[config.mk]
export PLATFORM = sky130hd
export DESIGN_NAME = chacha20_stream_ctrl
export DESIGN_NICKNAME = d
export VERILOG_FILES = /design/src/rtl/chacha20_stream_ctrl_pkg.sv /design/src/rtl/chacha20_ks_buf.sv /design/src/rtl/chacha20_stream_ctrl.sv
export SDC_FILE = /design/constraint.sdc
export NUM_CORES = 2
export LEC_CHECK = 0
export BUFFER_PORTS_ARGS = -buffer_cell sky130_fd_sc_hd__buf_4
export CELL_PAD_IN_SITES_DETAIL_PLACEMENT = 0
export CELL_PAD_IN_SITES_GLOBAL_PLACEMENT = 2
export CORE_AREA = 8 8 515 517
export DETAILED_ROUTE_END_ITERATION = 8
export DIE_AREA = 0 0 523 525
export PLACE_DENSITY_LB_ADDON = 0.1
export SLEW_MARGIN = 20
export SYNTH_ARGS = -nofsm -noshare
export SYNTH_HDL_FRONTEND = slang
export SYNTH_SLANG_ARGS = --single-unit
export TNS_END_PERCENT = 30
[constraint.sdc]
create_clock -name clk -period 2.3 [get_ports clk]
set_input_delay 0.46 -clock clk [delete_from_list [all_inputs] [get_ports clk]]
set_output_delay 0.46 -clock clk [all_outputs]
set_load 0.02 [all_outputs]
[src/rtl/chacha20_stream_ctrl_pkg.sv]
// chacha20_stream_ctrl shared types: FSM encodings, block constants.
// Prefetch build option: CHACHA20_PREFETCH_EN.
package chacha20_stream_ctrl_pkg;

  localparam int          WORDS_PER_BLK = 16;
  localparam logic [31:0] CTR_MAX       = 32'hFFFF_FFFF;

  typedef enum logic [2:0] {
    ST_IDLE,
    ST_LOAD,
    ST_GEN,
    ST_STREAM,
    ST_ERR
  } state_e;

  typedef enum logic [1:0] {
    PF_IDLE,
    PF_LOAD,
    PF_GEN
  } pf_e;

  // word0 is the most significant 32 bits of the block
  function automatic logic [31:0] blk_word(
    input logic [511:0] blk,
    input logic [3:0]   idx
  );
    logic [511:0] sh;
    sh = blk << {idx, 5'b0};
    return sh[511:480];
  endfunction

endpackage

[src/rtl/chacha20_ks_buf.sv]
// Keystream block buffer with word index; second (prefetch) slot
// is present only when CHACHA20_PREFETCH_EN is defined.
module chacha20_ks_buf
  import chacha20_stream_ctrl_pkg::*;
(
  input  logic         clk,
  input  logic         rst_n,
  input  logic         flush_i,
  input  logic         load_i,
  input  logic [511:0] blk_i,
  input  logic         pop_i,
  output logic [31:0]  word_o,
  output logic         empty_o,
`ifdef CHACHA20_PREFETCH_EN
  output logic         full_o,
`endif
  output logic         last_o
);

  logic [511:0] cur_q;
  logic         cur_v_q;
  logic [3:0]   idx_q;
  logic         pop_last;

  assign last_o   = idx_q == 4'(WORDS_PER_BLK - 1);
  assign pop_last = pop_i & last_o;
  assign word_o   = blk_word(cur_q, idx_q);
  assign empty_o  = ~cur_v_q;

  always_ff @(posedge clk or negedge rst_n) begin
    if (!rst_n) begin
      idx_q <= '0;
    end else if (flush_i) begin
      idx_q <= '0;
    end else if (pop_i) begin
      idx_q <= idx_q + 4'd1;
    end
  end

`ifdef CHACHA20_PREFETCH_EN
  logic [511:0] nxt_q;
  logic         nxt_v_q;

  assign full_o = nxt_v_q;

  always_ff @(posedge clk or negedge rst_n) begin
    if (!rst_n) begin
      cur_q   <= '0;
      cur_v_q <= 1'b0;
      nxt_q   <= '0;
      nxt_v_q <= 1'b0;
    end else if (flush_i) begin
      cur_v_q <= 1'b0;
      nxt_v_q <= 1'b0;
    end else if (pop_last) begin
      // swap, or take a block arriving in the same cycle
      cur_v_q <= nxt_v_q | load_i;
      cur_q   <= nxt_v_q ? nxt_q : blk_i;
      nxt_v_q <= nxt_v_q & load_i;
      if (nxt_v_q & load_i) nxt_q <= blk_i;
    end else if (load_i) begin
      if (!cur_v_q) begin
        cur_q   <= blk_i;
        cur_v_q <= 1'b1;
      end else begin
        nxt_q   <= blk_i;
        nxt_v_q <= 1'b1;
      end
    end
  end
`else
  always_ff @(posedge clk or negedge rst_n) begin
    if (!rst_n) begin
      cur_q   <= '0;
      cur_v_q <= 1'b0;
    end else if (flush_i || pop_last) begin
      cur_v_q <= 1'b0;
    end else if (load_i) begin
      cur_q   <= blk_i;
      cur_v_q <= 1'b1;
    end
  end
`endif

endmodule

[src/rtl/chacha20_stream_ctrl.sv]
// ChaCha20 stream controller: sequences the external block core, XORs keystream.
// CHACHA20_PREFETCH_EN overlaps next-block generation with streaming.
module chacha20_stream_ctrl
  import chacha20_stream_ctrl_pkg::*;
(
  input  logic         clk,
  input  logic         rst_n,
  input  logic         start,
  input  logic [255:0] key,
  input  logic [95:0]  nonce,
  input  logic [31:0]  ctr_init,
  input  logic         s_valid,
  output logic         s_ready,
  input  logic [31:0]  s_data,
  input  logic         s_last,
  output logic         m_valid,
  input  logic         m_ready,
  output logic [31:0]  m_data,
  output logic         busy,
  output logic         err,
  output logic         core_rst,
  output logic         core_en,
  output logic [31:0]  core_blk_cnt,
  output logic [255:0] core_key,
  output logic [95:0]  core_nonce,
  input  logic [511:0] core_out,
  input  logic         core_done
);

  state_e       state_q, state_d;
  logic [31:0]  ctr_q, ctr_d;
  logic         err_q, err_d;
  logic [255:0] key_q;
  logic [95:0]  nonce_q;
  logic         m_valid_q;
  logic [31:0]  m_data_q;

  logic         go, fire, blk_end;
  logic         ks_load, ks_empty, ks_last;
  logic [31:0]  ks_word;

  assign go      = start & ((state_q == ST_IDLE) | (state_q == ST_ERR));
  assign s_ready = (state_q == ST_STREAM) & ~ks_empty
                 & (~m_valid_q | m_ready);
  assign fire    = s_valid & s_ready;
  assign blk_end = fire & (s_last | ks_last);

  assign m_valid    = m_valid_q;
  assign m_data     = m_data_q;
  assign err        = err_q;
  assign busy       = (state_q == ST_LOAD) | (state_q == ST_GEN)
                    | (state_q == ST_STREAM);
  assign core_key   = key_q;
  assign core_nonce = nonce_q;

`ifdef CHACHA20_PREFETCH_EN
  pf_e  pf_q, pf_d;
  logic ks_full, pf_cap;

  assign pf_cap       = (pf_q == PF_GEN) & core_done;
  assign core_blk_cnt = (pf_q != PF_IDLE) ? ctr_q + 32'd1 : ctr_q;

  always_ff @(posedge clk or negedge rst_n) begin
    if (!rst_n) pf_q <= PF_IDLE;
    else        pf_q <= pf_d;
  end
`else
  assign core_blk_cnt = ctr_q;
`endif

  chacha20_ks_buf u_ks_buf (
    .clk     (clk),
    .rst_n   (rst_n),
    .flush_i (go | (fire & s_last)),
    .load_i  (ks_load),
    .blk_i   (core_out),
    .pop_i   (fire),
    .word_o  (ks_word),
    .empty_o (ks_empty),
`ifdef CHACHA20_PREFETCH_EN
    .full_o  (ks_full),
`endif
    .last_o  (ks_last)
  );

  always_comb begin
    state_d  = state_q;
    ctr_d    = ctr_q;
    err_d    = err_q;
    core_rst = 1'b0;
    core_en  = 1'b0;
    ks_load  = 1'b0;
`ifdef CHACHA20_PREFETCH_EN
    pf_d     = pf_q;
`endif
    unique case (state_q)
      ST_IDLE, ST_ERR: begin
        if (start) begin
          state_d = ST_LOAD;
          ctr_d   = ctr_init;
          err_d   = 1'b0;
        end
      end
      ST_LOAD: begin
        core_rst = 1'b1;
        state_d  = ST_GEN;
      end
      ST_GEN: begin
        core_en = 1'b1;
        if (core_done) begin
          ks_load = 1'b1;
          state_d = ST_STREAM;
        end
      end
      ST_STREAM: begin
`ifdef CHACHA20_PREFETCH_EN
        unique case (pf_q)
          PF_LOAD: begin
            core_rst = 1'b1;
            pf_d     = PF_GEN;
          end
          PF_GEN: begin
            core_en = 1'b1;
            if (core_done) begin
              ks_load = 1'b1;
              pf_d    = PF_IDLE;
            end
          end
          default: begin
            if (!ks_full && ctr_q != CTR_MAX && !blk_end)
              pf_d = PF_LOAD;
          end
        endcase
`endif
        if (blk_end) begin
`ifdef CHACHA20_PREFETCH_EN
          pf_d = PF_IDLE;
`endif
          if (s_last) begin
            state_d = ST_IDLE;
          end else if (ctr_q == CTR_MAX) begin
            state_d = ST_ERR;
            err_d   = 1'b1;
          end else begin
            ctr_d = ctr_q + 32'd1;
`ifdef CHACHA20_PREFETCH_EN
            // an in-flight prefetch is handed to the main sequence
            if (ks_full || pf_cap)  state_d = ST_STREAM;
            else if (pf_q == PF_GEN) state_d = ST_GEN;
            else                     state_d = ST_LOAD;
`else
            state_d = ST_LOAD;
`endif
          end
        end
      end
      default: state_d = ST_IDLE;
    endcase
  end

  always_ff @(posedge clk or negedge rst_n) begin
    if (!rst_n) begin
      state_q <= ST_IDLE;
      ctr_q   <= '0;
      err_q   <= 1'b0;
    end else begin
      state_q <= state_d;
      ctr_q   <= ctr_d;
      err_q   <= err_d;
    end
  end

  always_ff @(posedge clk or negedge rst_n) begin
    if (!rst_n) begin
      key_q   <= '0;
      nonce_q <= '0;
    end else if (go) begin
      key_q   <= key;
      nonce_q <= nonce;
    end
  end

  always_ff @(posedge clk or negedge rst_n) begin
    if (!rst_n) begin
      m_valid_q <= 1'b0;
      m_data_q  <= '0;
    end else if (fire) begin
      m_valid_q <= 1'b1;
      m_data_q  <= s_data ^ ks_word;
    end else if (m_ready) begin
      m_valid_q <= 1'b0;
    end
  end

endmodule

* Word level (Yosys, flattened, before mapping)
Index checks and enable logic that the tools add are counted.
** Storage, ports and cells
- Bits in registers :: 938
- Bits of input ports :: 935
- Output and inout port bits :: 422
- Logic and storage cells :: 78
** Operators by class
- Add/subtract/negate cells :: 2
- Eq/ne operators :: 12
- Shifts and indexed selects :: 1
- Muxes and demuxes :: 26
- Bitwise logic cells :: 16
- Reductions and logical operators :: 11
** Operators by type and width (count)
- $shl A512 B9 Y512 :: 1
- $mux W32 :: 4
- $pmux W32 S2 :: 1
- $add A32 B1 Y32 const B :: 1
- $eq A32 B32 Y1 const B :: 1
- $xor A32 B32 Y32 :: 1
- $mux W3 :: 5
- $mux W1 :: 12
- $pmux W3 S4 :: 1
- $ne A2 B2 Y1 const B :: 5
- $reduce_and A5 Y1 :: 2
- $mux W4 :: 2
- $reduce_bool A2 Y1 :: 4
- $and A1 B1 Y1 :: 7
- $eq A3 B2 Y1 const B :: 2
- $or A1 B1 Y1 :: 6
- $add A4 B1 Y4 const B :: 1
- $eq A4 B4 Y1 const B :: 1
- $eq A3 B1 Y1 const B :: 1
- $eq A3 B3 Y1 const B :: 1
- $logic_not A3 Y1 :: 1
- $reduce_and A3 Y1 :: 1
- $ne A2 B1 Y1 const B :: 1
- $not A1 Y1 :: 2
- other kinds (4) :: 4

* Longest topological paths before layout
- Depth after elaboration :: 9
- Depth in mapped cells :: 8
- Mapped depth without buffers :: 6

* Modules after synthesis
From an unflattened synthesis, not the netlist that was laid out.
** Second synthesis, totals
- Cells, all modules :: 2631
- Area, all modules :: 40709.0 sq um
** By module, submodules not included
- chacha20_ks_buf :: instances 1, cells an instance 1444, area each 23812.8 sq um, seq. area each 12937.4 sq um
- chacha20_stream_ctrl :: instances 1, cells an instance 1187, area each 16896.2 sq um, seq. area each 10535.1 sq um

* Worst setup path after synthesis
No wires, ideal clock.
- Kind :: register to register
- From :: register state_q[0]
- To :: register u_ks_buf.cur_q[0]
- Library setup time :: 0.125 ns
- Arrival time :: 2.158 ns
- Required time :: 2.175 ns
- Path slack :: 0.018 ns
- Cell stages (with the launch flop) :: 7
- Path buffers :: 3
- Clock period less this slack :: 2.282 ns
- Cell sequence :: dfrtp_1 nor3b_1 and2_1 buf_2 clkbuf_1 buf_2 mux2_2
** On the way
- Word-level cells in the longest chain between the ends :: 9
** Ends and longest elaborated chain
- start, declared :: line chacha20_stream_ctrl.sv:30 : state_e state_q, state_d;
- start signal, assigned :: line chacha20_stream_ctrl.sv:167 : state_q <= state_d;
- $eq A3 B2 Y1 :: line chacha20_stream_ctrl.sv:43 : assign s_ready = (state_q == ST_STREAM) & ~ks_empty
- $and A1 B1 Y1 :: line chacha20_stream_ctrl.sv:43
- $and A1 B1 Y1 :: line chacha20_stream_ctrl.sv:44 : & (~m_valid_q | m_ready);
- $and A1 B1 Y1 :: line chacha20_stream_ctrl.sv:45 : assign fire = s_valid & s_ready;
- $and A1 B1 Y1 :: line chacha20_stream_ctrl.sv:74 : .flush_i (go | (fire & s_last)),
- $or A1 B1 Y1 :: line chacha20_stream_ctrl.sv:74
- $logic_or A1 B1 Y1 :: line chacha20_ks_buf.sv:76 : end else if (flush_i || pop_last) begin
- $not A1 Y1 (no line)
- $reduce_and A2 Y1 (no line) (*)
- end signal, assigned :: line chacha20_ks_buf.sv:79 : cur_q <= blk_i;
- end, declared :: line chacha20_ks_buf.sv:20 : logic [511:0] cur_q;
Mark *: on every way between the ends. The rest lies on a longest branch, timed or not.
A chain may end at the register's enable or synchronous reset.

* Worst setup path in the final report
- From :: register u_ks_buf.idx_q[0]
- To :: register m_data_q[2], in the netlist m_data[2]
** On the way
- Word-level cells in the longest chain between the ends :: 2
** Ends and longest elaborated chain
- start, declared :: line chacha20_ks_buf.sv:22 : logic [3:0] idx_q;
- start signal, assigned :: line chacha20_ks_buf.sv:36 : idx_q <= idx_q + 4'd1;
- $shl A512 B9 Y512 :: line chacha20_stream_ctrl_pkg.sv:28 : sh = blk << {idx, 5'b0};
- $xor A32 B32 Y32 :: line chacha20_stream_ctrl.sv:189 : m_data_q <= s_data ^ ks_word;
- end signal, assigned :: line chacha20_stream_ctrl.sv:189
- end, declared :: line chacha20_stream_ctrl.sv:36 : logic [31:0] m_data_q;
No other way between the ends.

==> run metrics <==
core area=257600 µm²; worst vdd ir=0.6114 mV; HP Class=in -> reg; first-pass GRT wire length=355900 µm; GRT overflow=0; CTS tree=done; Synth Net Count=4292; # DRC=0; Tightest Pin Transition=0.6467 ns; Synth cell types=56; number of I/O port buffers=1356; Ports=1357; initial antenna violation count=184; leakage power=34.71 nW; Avg Inst Size Synth=11.99 µm²; number of global-route vias before repair=39390; Critical Path End Type=flip-flop; slew margin rel.=56.89%; WL final=264900 µm; synth warn=0; first-pass iteration count of the detailed router=5; Area growth syn-to-layout=75.52%; # Max-Cap Violations=0; critical path required time=2.96 ns; critical path arrival=3.03 ns; P per Cell Area=591.2 nW/µm²; post-synthesis cell count=3355; CP startpoint kind=flip-flop; ratio of cells with drive above 1 in the final layout=42.64%; die area=274600 µm²; Die Span Y=525 µm; clk_skew=0.03895 ns; outcome=finished, violations left; largest net degree at the start of global routing=98; commonest non-fill, non-tap cells in the layout=buf_4 (1518), nand2_1 (1110), dfrtp_1 (935); Tmin final=2.373 ns; RSZ-0062 raised after global routing=yes; final net count=6713; Setup violations, final=13; crit-path max FO=25; DRT iter0 DRCs=2092; Fin. Hold Viols=0; via/cell ratio=3.946; H-tree depth=4; flops & latches, synth=938; Setup CP Type=reg -> reg; count of final max-slew check failures=0; Clock Tree Root=clkbuf_16; clock-pin slew on the worst setup and hold paths=0.06 ns; ys async rst share=100.0%; CTS buffer count=136; post-route ant nets=0; Finished Layout Cells=9323; Max Fclk=421.4 MHz; commonest non-fill, non-tap cell in the layout=buf_4; Post-synth EDFFs=0; DP Cell Count=8134; wire per inst=28.41 µm; Site Rows=187; Tcrit/Tclk final=103.2%; post-synthesis sequential area ratio=58.37%; Clock Latency Late Sink=0.79 ns; Most used DFF post-synth=dfrtp_1; Die Wd=523 µm; Final WS setup=-0.07316 ns; gpl congestion=0.8445; Post-DP HPWL=216800 µm; All-Layer GR Usage=18.67%; fin util=27.40%; final setup TNS=-0.5128 ns; mapped cell area=40210 µm²; violated checks=setup timing; CTS Sinks=938; Fill cells=27180; total number of vias=36790; Initial Util=15.61%; CTS Buffer Depth=3
kinds of logic (layout without fill, tap and decap cells):
| family | after synthesis | after routing | synth area share (%) |
|---|---|---|---|
| AO/OA/AOI/OAI | 241 | 241 | 4.344 |
| XOR/XNOR | 11 | 11 | 0.2396 |
| adder cells (fa/ha/maj) | 2 | 2 | 0.06222 |
| buffers and inverters | 225 | 2747 | 2.604 |
| flip-flops | 938 | 938 | 58.37 |
| multiplexers | 694 | 694 | 21.89 |
| other | 0 | 44 | 0 |
| AND/OR/NAND/NOR | 1244 | 1244 | 12.49 |
flip-flops by register name, indices dropped and copies added (netlist names):
register / flops
core_blk_cnt: 32
core_key: 256
core_nonce: 96
err: 1
m_data: 32
m_valid: 1
state_q: 3
u_ks_buf.cur_q: 512
u_ks_buf.cur_v_q: 1
u_ks_buf.idx_q: 4
final timing paths:
kind                                   start  cells past startpoint  slack [ns]              to
max                        u_ks_buf.idx_q[0]                      6       -0.07       m_data[2]
min                               s_data[12]                      3        0.06      m_data[12]
max reg2reg                u_ks_buf.idx_q[0]                      6       -0.07       m_data[2]
min reg2reg                     core_key[67]                      2        0.47    core_key[67]
max in group asynchronous              rst_n                      5        1.15  core_nonce[81]
min in group asynchronous              rst_n                      2        0.15      m_data[14]
power by group:
part           switching [mW]  internal (mW)
logic                    1.42           2.13
registers                   0           16.5
clock network            8.85           12.8
stage by stage:
stage	power [mW]	hold slack [ns]	instance area [µm²]	worst slack, ns
floorplan	16.85	0.1644	40210	0.01767
global placement	18.94	0.3617	56360	-0.2961
detailed placement	18.93	0.3608	56360	-0.3438
CTS	42.69	0.0002100	70230	-0.1955
global route	43.41	0.02750	70510	-0.1782
finish	41.72	0.06033	70580	-0.07316
Yosys cell counts (all sizes together), types with 9 or more instances:
cell type	count	area [µm²]
a221oi	42	367.9
mux4	97	2185
o21ai	43	215.2
o31ai	25	187.7
a22oi	23	172.7
a31oi	15	93.84
clkbuf	120	450.4
nand3	11	55.05
nand2	1110	4167
and3	9	56.30
mux2	513	5777
xnor2	11	96.34
nor2	22	82.58
dfrtp	938	23470
o2bb2a	17	170.2
o22ai	13	81.33
a21boi	21	157.7
a21oi	17	85.08
nand4	9	77.57
mux2i	84	840.8
and3b	22	192.7
nor3	31	155.2
buf	99	574.3
critical path: stages, from the launching register on:
cell and delay [ns]:
dfrtp_4 0.52, buf_12 0.14, buf_16 0.21, mux4_2 0.62, mux4_2 0.53, xnor2_2 0.15, o21ai_1 0.07
cell type report:
cell class,count,area [µm²],share of cell area (%)
flip-flops and latches,938,23480,33.27
diodes,44,110.1,0.1560
inverters,6,22.52,0.03191
repair buffers,2502,22070,31.28
clock inverters,43,571.8,0.8102
clock buffers,196,3960,5.611
multi-input cells,2192,16100,22.81
well taps,3402,4257,6.031
routing by layer:
metal,wire (µm),global-route usage [%],up-vias
li1,-,-,16540
met1,112900,23.74,18550
met2,129300,32.15,1228
met3,16420,4.787,414
met4,5903,3.411,62
met5,397,0,-
repair_timing:
item,in CTS,in global routing
endpoints found under the setup margin,37,47
hold buffers,890,0
gates resized for setup,44,47
pin swaps,15,18
endpoints found under the hold margin,1227,0
buffers inserted,11,4
gates cloned,3,1
Note: power is estimated with default switching activity, not from simulation.
